### config.mk
export PLATFORM = sky130hd
export DESIGN_NAME = delay_arbiter
export DESIGN_NICKNAME = d
export VERILOG_FILES = /design/src/rtl/pong_defs.sv /design/src/rtl/rr_pick.sv /design/src/rtl/delay_arbiter.sv
export SDC_FILE = /design/constraint.sdc
export NUM_CORES = 1
export LEC_CHECK = 0
export CORE_UTILIZATION = 45
export DETAILED_ROUTE_END_ITERATION = 7
export PLACE_DENSITY = 0.72
export SKIP_LAST_GASP = 1
export SYNTH_ARGS = -nofsm -noshare
export SYNTH_HDL_FRONTEND = slang
export SYNTH_SLANG_ARGS = --single-unit
### constraint.sdc
create_clock -name CLK_100MHz -period 5.1 [get_ports CLK_100MHz]
set_input_delay 1.02 -clock CLK_100MHz [delete_from_list [all_inputs] [get_ports CLK_100MHz]]
set_output_delay 1.02 -clock CLK_100MHz [all_outputs]
set_load 0.01 [all_outputs]
### src/rtl/pong_defs.sv
// Shared definitions for the pong timing blocks: arbiter state encodings
// and the default motion-rate delay.
package pong_defs;

  typedef enum logic [1:0] {
    SIDLE  = 2'b00,
    SCOUNT = 2'b01,
    SDONE  = 2'b10
  } state_t;

  localparam int DELAY_10MS = 1000000;

endpackage

### src/rtl/rr_pick.sv
// Combinational round-robin selector: one-hot pick of the first set req bit
// at or after ptr, wrapping back to bit 0.
module rr_pick #(
  parameter int NREQ  = 3,
  parameter int PTR_W = 2
) (
  input  logic [NREQ-1:0]  req,
  input  logic [PTR_W-1:0] ptr,
  output logic [NREQ-1:0]  pick,
  output logic             valid
);

  // First pass covers ptr..NREQ-1, second pass the wrapped range 0..ptr-1.
  always_comb begin
    pick  = '0;
    valid = 1'b0;
    for (int j = 0; j < NREQ; j++) begin
      if (!valid && req[j] && (j >= int'(ptr))) begin
        pick[j] = 1'b1;
        valid   = 1'b1;
      end
    end
    for (int j = 0; j < NREQ; j++) begin
      if (!valid && req[j]) begin
        pick[j] = 1'b1;
        valid   = 1'b1;
      end
    end
  end

endmodule

### src/rtl/delay_arbiter.sv
// Round-robin arbiter that time-shares one delay counter among the pong
// requesters; each grant counts DELAY_CYCLES clocks then pulses done.
module delay_arbiter
  import pong_defs::*;
#(
  parameter int NREQ         = 3,
  parameter int DELAY_CYCLES = DELAY_10MS,
  parameter int CNT_W        = 20
) (
  input  logic            CLK_100MHz,
  input  logic            Reset_n,
  input  logic [NREQ-1:0] req,
  output logic [NREQ-1:0] grant,
  output logic [NREQ-1:0] done,
  output logic            busy
);

  localparam int PTR_W = (NREQ > 1) ? $clog2(NREQ) : 1;
  localparam logic [CNT_W-1:0] LAST = CNT_W'(DELAY_CYCLES - 1);

  state_t           state_q, state_d;
  logic [NREQ-1:0]  grant_q, grant_d;
  logic [CNT_W-1:0] count_q, count_d;
  logic [PTR_W-1:0] ptr_q, ptr_d;
  logic [PTR_W-1:0] owner, ptr_next;
  logic [NREQ-1:0]  pick;
  logic             pick_valid;

  rr_pick #(.NREQ(NREQ), .PTR_W(PTR_W)) u_pick (
    .req  (req),
    .ptr  (ptr_q),
    .pick (pick),
    .valid(pick_valid)
  );

  always_comb begin
    owner = '0;
    for (int j = 0; j < NREQ; j++) begin
      if (grant_q[j]) owner = PTR_W'(j);
    end
    ptr_next = (owner == PTR_W'(NREQ - 1)) ? '0 : owner + 1'b1;
  end

  always_ff @(posedge CLK_100MHz) begin
    if (!Reset_n) begin
      state_q <= SIDLE;
      grant_q <= '0;
      count_q <= '0;
      ptr_q   <= '0;
    end else begin
      state_q <= state_d;
      grant_q <= grant_d;
      count_q <= count_d;
      ptr_q   <= ptr_d;
    end
  end

  // Owner dropping req aborts the count; that check wins over terminal count.
  always_comb begin
    state_d = state_q;
    grant_d = grant_q;
    count_d = count_q;
    ptr_d   = ptr_q;
    case (state_q)
      SIDLE: begin
        grant_d = '0;
        if (pick_valid) begin
          grant_d = pick;
          count_d = '0;
          state_d = SCOUNT;
        end
      end
      SCOUNT: begin
        if ((req & grant_q) == '0) begin
          state_d = SIDLE;
          grant_d = '0;
          ptr_d   = ptr_next;
        end else if (count_q == LAST) begin
          state_d = SDONE;
        end else begin
          count_d = count_q + 1'b1;
        end
      end
      SDONE: begin
        state_d = SIDLE;
        grant_d = '0;
        ptr_d   = ptr_next;
      end
      default: begin
        state_d = SIDLE;
        grant_d = '0;
      end
    endcase
  end

  assign grant = grant_q;
  assign done  = (state_q == SDONE) ? grant_q : '0;
  assign busy  = (state_q != SIDLE);

endmodule

**Word level (Yosys, flattened, before mapping)**

Index checks and enable logic that the tools add are counted.

- Add/subtract/negate cells: 2
- $lt $le $gt $ge: 3
- Equal/unequal tests: 9
- Muxes and demuxes: 28
- Bitwise logic cells: 1
- Reductions and logical operators: 21

Operators with widths:

| cell | count |
|---|---|
| 20-bit two-way mux | 3 |
| 20-bit case mux with 2 select lines | 1 |
| 20-bit by 1-bit adder with 20-bit output (second input constant) | 1 |
| 20-bit equality test (second input constant) | 1 |
| 1-bit two-way mux | 12 |
| 2-bit two-way mux | 6 |
| 3-bit two-way mux | 3 |
| 1-bit logical AND | 8 |
| 2-bit inequality test (second input constant) | 4 |
| 2-bit case mux with 2 select lines | 2 |
| 3-bit case mux with 2 select lines | 1 |
| 2-bit nonzero test | 3 |
| 1-bit logical NOT | 5 |
| 2-bit equality test (second input constant) | 2 |
| 1-bit by 2-bit >= comparator with 1-bit output (first input constant) | 2 |
| 2-bit AND reduction | 2 |
| 4-bit AND reduction | 1 |
| 3-bit bitwise AND | 1 |
| 3-bit logical NOT | 1 |
| 3-bit inequality test (second input constant) | 1 |
| 2-bit by 1-bit adder with 2-bit output (second input constant) | 1 |
| 2-bit by 1-bit equality test with 1-bit output (second input constant) | 1 |
| 2-bit >= comparator (first input constant) | 1 |
| 2-bit logical NOT | 1 |

- Register bits after elaboration: 27
- Bits of input ports: 5

**Logic depth before layout (Yosys ltp)**

Gate-level depths: netlist (run 1).

- Depth in word-level cells: 22
- Mapped depth: 7
- Mapped depth without buffers: 6

**Modules after synthesis**

From an unflattened synthesis (run 1), not the netlist that was laid out.

- Cell total of the unflattened synthesis: 191
- Area total of the unflattened synthesis: 1521.5 µm²

By module, submodules not included:

| module | times used | cells each | area each (µm²) | sequential area each (µm²) |
|---|---|---|---|---|
| delay_arbiter | 1 | 179 | 1445.1 | 540.5 |
| rr_pick | 1 | 12 | 76.3 | 0.0 |

**Worst setup path after synthesis (run 1)**

OpenSTA, ideal clock, no wires.

- Kind: input-to-reg
- From: input req[0]
- To: register count_q[0]
- Library setup time: 128 ps
- Arrival time: 2283 ps
- Data required time: 4972 ps
- Slack: 2689 ps
- Stages on the path: 6
- Buffers on the path: 1
- Cell sequence: a222oi_1 o22ai_2 o31ai_2 buf_6 xor2_1 nor2_1

- Cells in the longest elaborated chain, start to end: 21

Ends and longest elaborated chain:

| element | RTL line | RTL |
|---|---|---|
| from (decl) | delay_arbiter.sv:12 | `input logic [NREQ-1:0] req,` |
| 1-bit logical AND | rr_pick.sv:18 | `if (!valid && req[j] && (j >= int'(ptr))) begin` |
| 1-bit two-way mux | rr_pick.sv:18 |  |
| 1-bit logical NOT | rr_pick.sv:18 |  |
| 1-bit logical AND (2 in a row) | rr_pick.sv:18 |  |
| 1-bit two-way mux | rr_pick.sv:18 |  |
| 1-bit logical NOT | rr_pick.sv:18 |  |
| 1-bit logical AND (2 in a row) | rr_pick.sv:18 |  |
| 1-bit two-way mux | rr_pick.sv:18 |  |
| [3 not listed] | -- |  |
| 1-bit logical NOT | rr_pick.sv:24 | `if (!valid && req[j]) begin` |
| 1-bit logical AND | rr_pick.sv:24 |  |
| 1-bit two-way mux | rr_pick.sv:24 |  |
| 1-bit logical NOT | rr_pick.sv:24 |  |
| 1-bit logical AND | rr_pick.sv:24 |  |
| 1-bit two-way mux | rr_pick.sv:24 |  |
| 2-bit inequality test (no source line) | -- |  |
| 4-bit AND reduction (no source line) (*) | -- |  |
| to (signal assigned) | delay_arbiter.sv:53 | `count_q <= count_d;` |
| to (decl) | delay_arbiter.sv:23 | `logic [CNT_W-1:0] count_q, count_d;` |

Mark *: on every way between the ends. The rest lies on a longest branch, timed or not.
A chain may end at the register's enable or synchronous reset.

**Worst setup path in the final report (run 1)**

- From: input req[0]
- To: register count_q[14]

Same word-level chain as after synthesis.

==> flow_metrics.env, run 1 <==
export IMPL_antenna_cells=0
export IMPL_synth_nets=180
export IMPL_power_density_nw_per_um2=218
export IMPL_drc=0
export IMPL_dp_hpwl_mm=2.53
export IMPL_path_delay_family="compound AO/OA/AOI/OAI gates"
export IMPL_start_kind="input pin"
export IMPL_insertion_delay_ps=340
export IMPL_synthCells=174
export IMPL_path_clk_slew_ps=150
export IMPL_reg2reg_depth=5
export IMPL_p_int_uw=263
export IMPL_io_pins=12
export IMPL_fp_row_count=20
export IMPL_slew_viol_final=0
export IMPL_postLayoutCoreUtil_pct=53.5
export IMPL_crit_type="in -> reg"
export IMPL_cts_buffers=3
export IMPL_slew_limit_headroom_pct=25.3
export IMPL_worst_path_max_fanout=19
export IMPL_crit_cells=6
export IMPL_clock_sinks=27
export IMPL_syn2layout_area_growth_pct=11.9
export IMPL_leakagePower_uw=0.000525
export IMPL_cpPeakStageDelay_ps=920
export IMPL_cts_setup_buffers=0
export IMPL_fmax_mhz=324
export IMPL_cts_root_buf="clkbuf_4"
export IMPL_tightest_slew_ps=1110
export IMPL_routed_wl_mm=3.43
export IMPL_switching_power_uw=97.0
export IMPL_startpoint="req[0]"
export IMPL_cp_cell_sequence="clkdlybuf4s50_1 -> nor3_2 -> o211ai_2 -> o31ai_2 -> o21ai_0 -> a21oi_1"
export IMPL_synth_seq_cells=27
export IMPL_r2r_end="count_q[14]$_SDFFE_PN0P_"
export IMPL_gr_total_overflow=0
export IMPL_grt_max_degree=20
export IMPL_wl_per_cell_um=14.9
export IMPL_hold_viol=0
export IMPL_cp_arrival_ps=3360
export IMPL_ir_drop_v=0.000121
export IMPL_holdBufCountCts=0
export IMPL_syn_cell_area_um2=1470
export IMPL_crit_buf_inv=1
export IMPL_finClkSkew_ps=3.72
export IMPL_total_power_uw=360
export IMPL_numPortBuffers=11
export IMPL_crit_end="count_q[14]$_SDFFE_PN0P_"
export IMPL_reg2reg_slack_ps=2710
export IMPL_die_y_um=59.2
export IMPL_whs_path_depth=2
export IMPL_switching_share_pct=26.9
export IMPL_ys_warn_count=0
export IMPL_setup_tns_final_ps=0
export IMPL_drt_first_pass_iters=4
export IMPL_hold_path_class="reg -> reg"
export IMPL_die_area_um2=3510
export IMPL_drtIter0Drc=104
export IMPL_grt_pass1_wl_mm=5.83
export IMPL_finalWorstSetupSlack_ps=2020
export IMPL_cts_max_level=1
export IMPL_clockPowerShare_pct=26.8
export IMPL_avgSynthCellArea_um2=8.46
export IMPL_ant_nets=0
export IMPL_routed_via_count=1376
export IMPL_critical_path_slowest_cell="o31ai_2"
export IMPL_track_usage_pct=22.3
export IMPL_setup_viol=0
export IMPL_fill_cells=294
export IMPL_ys_seq_area_share_pct=36.7
export IMPL_finalCritPeriodShare_pct=60.5
export IMPL_pre_cts_ws_ps=1670
export IMPL_die_w_um=59.2
export IMPL_rsz0062_at_grt="no"
export IMPL_worstSetupEndpointType="flop"
export IMPL_status="finished, final reports clean"
export IMPL_start_util_pct=47.8
export IMPL_maxCapViolCount=0
export IMPL_post_route_cells_drive_above_1_share_pct=8.06
export IMPL_fin_crit_ps=3080
export IMPL_clockBufferDepth=2
export IMPL_layout_nets=193
export IMPL_pwr_share_comb_pct=12.1
export IMPL_reg2reg_from="count_q[6]$_SDFFE_PN0P_"
export IMPL_vias_per_cell=5.98
export IMPL_whs_ps=467
export IMPL_antenna_found_initial=0
export IMPL_pwr_share_seq_pct=61.1
export IMPL_synthDistinctLibCells=47
export IMPL_cts_resized=0
export IMPL_gp_congestion=0.797
export IMPL_grt_pass1_vias=1312
export IMPL_core_region_area_um2=3080
export IMPL_required_ps=5380
export IMPL_cts_tree="done"
-- synth_stat cells, drive strengths merged --
master / n / area share, %
o22ai: 1 / 0.85
nand2: 13 / 3.3
buf: 2 / 1.1
nand2b: 3 / 1.3
o22a: 1 / 0.59
nor3b: 1 / 0.51
a222oi: 1 / 0.68
nor4b: 1 / 1.0
xor2: 1 / 0.59
nor2: 5 / 1.4
a32oi: 1 / 0.59
nor3: 1 / 0.68
o211ai: 4 / 2.4
xnor2: 1 / 0.59
nand3: 11 / 3.7
a21oi: 17 / 5.8
o31ai: 3 / 1.9
ha: 1 / 0.85
nand4b: 1 / 0.59
and2: 4 / 1.7
clkbuf: 2 / 0.51
a31oi: 1 / 0.43
nor4: 4 / 1.7
o21ai: 13 / 4.4
or3: 11 / 4.7
a21boi: 5 / 2.5
and3: 9 / 3.8
nand4: 4 / 2.1
dfxtp: 27 / 37
o221a: 1 / 0.76
inv: 4 / 1.0
nor2b: 6 / 2.5
o311ai: 3 / 2.8
and4: 1 / 0.59
o21a: 2 / 1.0
or4: 5 / 2.5
nand3b: 2 / 1.0
o41ai: 1 / 0.59
-- routing by layer --
layer  GRT usage, %  up-vias  routed length, um
met3           5.24        6                119
met2           36.4       25               1650
li1               -      691                  -
met4           10.9        0                 61
met5              0        -                  0
met1           27.5      654               1600
-- area by class of cell --
cell class / instances / area [um^2] / share of cell area [%]
multi-input combinational: 139 / 893 / 54.2
inverter: 4 / 15.0 / 0.911
timing repair buffer: 12 / 118 / 7.14
tap: 44 / 55.1 / 3.34
sequential: 27 / 541 / 32.8
clock buffer: 4 / 26.3 / 1.59
-- power by group through the flow --
stage          Sequential, uW  Clock, uW  Combinational [uW]
2_1_floorplan             224          0                28.3
3_3_place_gp              224          0                42.0
3_5_place_dp              224          0                43.3
4_1_cts                   220       99.2                43.4
5_1_grt                   221        106                48.3
6_report                  220       96.5                43.7
-- cell usage in the layout (no fill, tap or decap), types with 2 or more instances in the layout --
cell / count
a21boi_1: 3
a21oi_1: 17
inv_1: 3
nor2_1: 4
clkdlybuf4s50_1: 11
o21ai_0: 8
o21ai_1: 5
o311ai_2: 2
nor2b_1: 6
or4_1: 5
a21boi_0: 2
o211ai_1: 3
nand3_1: 11
and3_1: 9
nand3b_1: 2
nand2_1: 13
nand4_1: 3
dfxtp_1: 27
o21a_1: 2
o31ai_1: 2
nor4_1: 4
nand2b_1: 3
clkbuf_4: 3
and2_1: 4
or3_1: 11
-- how the worst min path moves through the flow --
stage | startpoint | to | slack, ps
global route | count_q[18]$_SDFFE_PN0P_ | count_q[18]$_SDFFE_PN0P_ | 500
global placement | count_q[18]$_SDFFE_PN0P_ | count_q[18]$_SDFFE_PN0P_ | 440
floorplan | count_q[18]$_SDFFE_PN0P_ | count_q[18]$_SDFFE_PN0P_ | 430
finish | count_q[18]$_SDFFE_PN0P_ | count_q[18]$_SDFFE_PN0P_ | 470
CTS | count_q[18]$_SDFFE_PN0P_ | count_q[18]$_SDFFE_PN0P_ | 470
detailed placement | count_q[18]$_SDFFE_PN0P_ | count_q[18]$_SDFFE_PN0P_ | 450
-- flip-flops by register name, summed over array words and instances (netlist names) --
name     flops
count_q     20
grant        3
ptr_q        2
state_q      2
-- through the flow --
step / cell area (um^2) / instances
2_1_floorplan: 1470 / 174
6_report: 1650 / 230
3_3_place_gp: 1620 / 226
5_1_grt: 1650 / 230
3_5_place_dp: 1620 / 226
4_1_cts: 1650 / 230
-- cells by family after synthesis --
| family | Yosys count | share of synthesized area [%] |
|---|---|---|
| simple gates | 82 | 33.3 |
| compound gates | 54 | 25.3 |
| flops | 27 | 36.7 |
| buf+inv | 8 | 2.63 |
| xor+xnor | 2 | 1.19 |
| fa+ha+maj | 1 | 0.849 |
-- worst min-delay path, stage by stage, from the launching register on --
cell and delay (ps):
dfxtp_1 340, inv_1 50, a21oi_1 50
(Power assumes the default switching activity.)
==> inputs of run 2 (changes only) <==
PLACE_DENSITY = 0.75   (was 0.72)
clock period = 2.5 ns   (was 5.1 ns; I/O delays follow)
==> run 2 against run 1 <==
Global-route usage is 0.82 points lower. Flip-flop and latch count did not move. Critical path depth is 3 lower. Power is 110% higher. Clock power grew 98%. Routed wire length grew 0.47%. Clock skew about the same.
==> flow_metrics.env, run 2 (synthesis results as in run 1) <==
export IMPL_r2r_end="count_q[16]$_SDFFE_PN0P_"
export IMPL_wl_per_cell_um=14.5
export IMPL_switching_share_pct=26.6
export IMPL_clock_sinks=27
export IMPL_antenna_cells=0
export IMPL_crit_buf_inv=1
export IMPL_syn2layout_area_growth_pct=15.5
export IMPL_antenna_found_initial=0
export IMPL_setup_tns_final_ps=0
export IMPL_routed_via_count=1434
export IMPL_hold_path_class="reg -> reg"
export IMPL_whs_ps=478
export IMPL_startpoint="state_q[1]$_SDFFE_PN0P_"
export IMPL_track_usage_pct=21.5
export IMPL_reg2reg_slack_ps=410
export IMPL_path_clk_slew_ps=140
export IMPL_critical_path_slowest_cell="clkdlybuf4s50_1"
export IMPL_reg2reg_from="count_q[9]$_SDFFE_PN0P_"
export IMPL_cts_tree="done"
export IMPL_die_area_um2=3510
export IMPL_crit_end="done[2]"
export IMPL_cpPeakStageDelay_ps=520
export IMPL_cp_cell_sequence="nor2b_1 -> and2_1 -> clkdlybuf4s50_1"
export IMPL_grt_pass1_vias=1312
export IMPL_die_y_um=59.2
export IMPL_grt_pass1_wl_mm=5.72
export IMPL_maxCapViolCount=0
export IMPL_core_region_area_um2=3080
export IMPL_cts_setup_buffers=0
export IMPL_slew_limit_headroom_pct=57.5
export IMPL_routed_wl_mm=3.45
export IMPL_fin_crit_ps=2160
export IMPL_crit_type="reg -> out"
export IMPL_drc=0
export IMPL_hold_viol=0
export IMPL_largest_reg_flops=20
export IMPL_finalCritPeriodShare_pct=86.5
export IMPL_post_route_cells_drive_above_1_share_pct=11.9
export IMPL_pre_cts_ws_ps=35.3
export IMPL_holdBufCountCts=0
export IMPL_gp_congestion=0.911
export IMPL_finalWorstSetupSlack_ps=337
export IMPL_dp_hpwl_mm=2.57
export IMPL_io_pins=12
export IMPL_fp_row_count=20
export IMPL_pwr_share_seq_pct=60.5
export IMPL_slew_viol_final=0
export IMPL_ant_nets=0
export IMPL_layout_nets=200
export IMPL_final_common_cell="dfxtp_1"
export IMPL_start_util_pct=47.8
export IMPL_worstSetupEndpointType="output pin"
export IMPL_regMostFlops="count_q"
export IMPL_insertion_delay_ps=330
export IMPL_place_inst=233
export IMPL_drt_first_pass_iters=5
export IMPL_cts_resized=0
export IMPL_start_kind="flop"
export IMPL_final_cells=237
export IMPL_required_ps=2000
export IMPL_gr_total_overflow=0
export IMPL_cts_buffers=3
export IMPL_cp_arrival_ps=1660
export IMPL_cts_max_level=1
export IMPL_cts_root_buf="clkbuf_4"
export IMPL_grt_max_degree=16
export IMPL_numPortBuffers=11
export IMPL_mostFrequentLayoutCells="27 x dfxtp_1, 17 x a21oi_1, 13 x nand2_1"
export IMPL_rsz0062_at_grt="no"
export IMPL_drtIter0Drc=111
export IMPL_fmax_mhz=462
export IMPL_reg2reg_depth=5
export IMPL_clockBufferDepth=2
export IMPL_leakagePower_uw=0.000561
export IMPL_power_density_nw_per_um2=435
export IMPL_total_power_uw=741
export IMPL_die_w_um=59.2
export IMPL_p_int_uw=544
export IMPL_crit_cells=3
export IMPL_finClkSkew_ps=4.01
export IMPL_vias_per_cell=6.05
export IMPL_status="finished, final reports clean"
export IMPL_tightest_slew_ps=636
export IMPL_path_delay_family="buffers and inverters"
export IMPL_setup_viol=0
export IMPL_switching_power_uw=197
export IMPL_worst_path_max_fanout=4
export IMPL_clockPowerShare_pct=25.8
export IMPL_ir_drop_v=0.000357
export IMPL_pwr_share_comb_pct=13.8
[run 2: cell count changes in the layout (fill, tap and decap cells not counted), sizes merged]
cell | before | now
buf | 1 | 8
clkbuf | 4 | 3
clkinv | 0 | 1
[run 2: metrics by stage]
step	utilization (%)	instance area [um^2]
global placement	54.4	1670
finish	55.3	1700
global route	55.3	1700
detailed placement	54.4	1670
CTS	55.3	1700
floorplan	-	1470
[run 2: worst reg2reg max path: cells and delay by family (launching register included)]
kind | cells | cell delay (ps)
AND/OR/NAND/NOR | 5 | 1510
flip-flops | 1 | 550
[run 2: power by group through the flow]
stage	Combinational (uW)	Clock [uW]	Sequential [uW]
after floorplan	57.7	0	456
after global placement	97.9	0	456
after detailed placement	101	0	457
after CTS	102	197	448
after global routing	111	213	450
final	102	191	448
[run 2: how the worst min path moves through the flow]
stage	slack, ps	endpoint	cells past startpoint	start
detailed placement	450	count_q[18]$_SDFFE_PN0P_	2	count_q[18]$_SDFFE_PN0P_
floorplan	430	count_q[18]$_SDFFE_PN0P_	2	count_q[18]$_SDFFE_PN0P_
global route	510	count_q[18]$_SDFFE_PN0P_	2	count_q[18]$_SDFFE_PN0P_
global placement	460	count_q[18]$_SDFFE_PN0P_	2	count_q[18]$_SDFFE_PN0P_
CTS	470	count_q[18]$_SDFFE_PN0P_	2	count_q[18]$_SDFFE_PN0P_
finish	480	count_q[18]$_SDFFE_PN0P_	2	count_q[18]$_SDFFE_PN0P_
[run 2: cell type report]
cell class                 instances  area (um^2)
fill                             294         1380
multi-input combinational        139          893
sequential                        27          541
timing repair buffer              19          170
tap                               44         55.1
clock buffer                       3         22.5
inverter                           4         15.0
clock inverter                     1         5.00
[run 2: metal layers]
| metal | vias up | GRT usage, % | share of wire [%] |
|---|---|---|---|
| met2 | 42 | 35.2 | 48 |
| met3 | 7 | 3.93 | 4.5 |
| met4 | 0 | 8.16 | 1.3 |
| met5 | - | 0 | 0 |
| li1 | 704 | - | - |
| met1 | 681 | 28.1 | 46 |
==> inputs of run 3 (changes only) <==
CAP_MARGIN = 40   (was not set)
CTS_CLUSTER_SIZE = 24   (was not set)
==> results of run 3 <==
No change in the layout: final DEF, timing and power equal those of run 2.
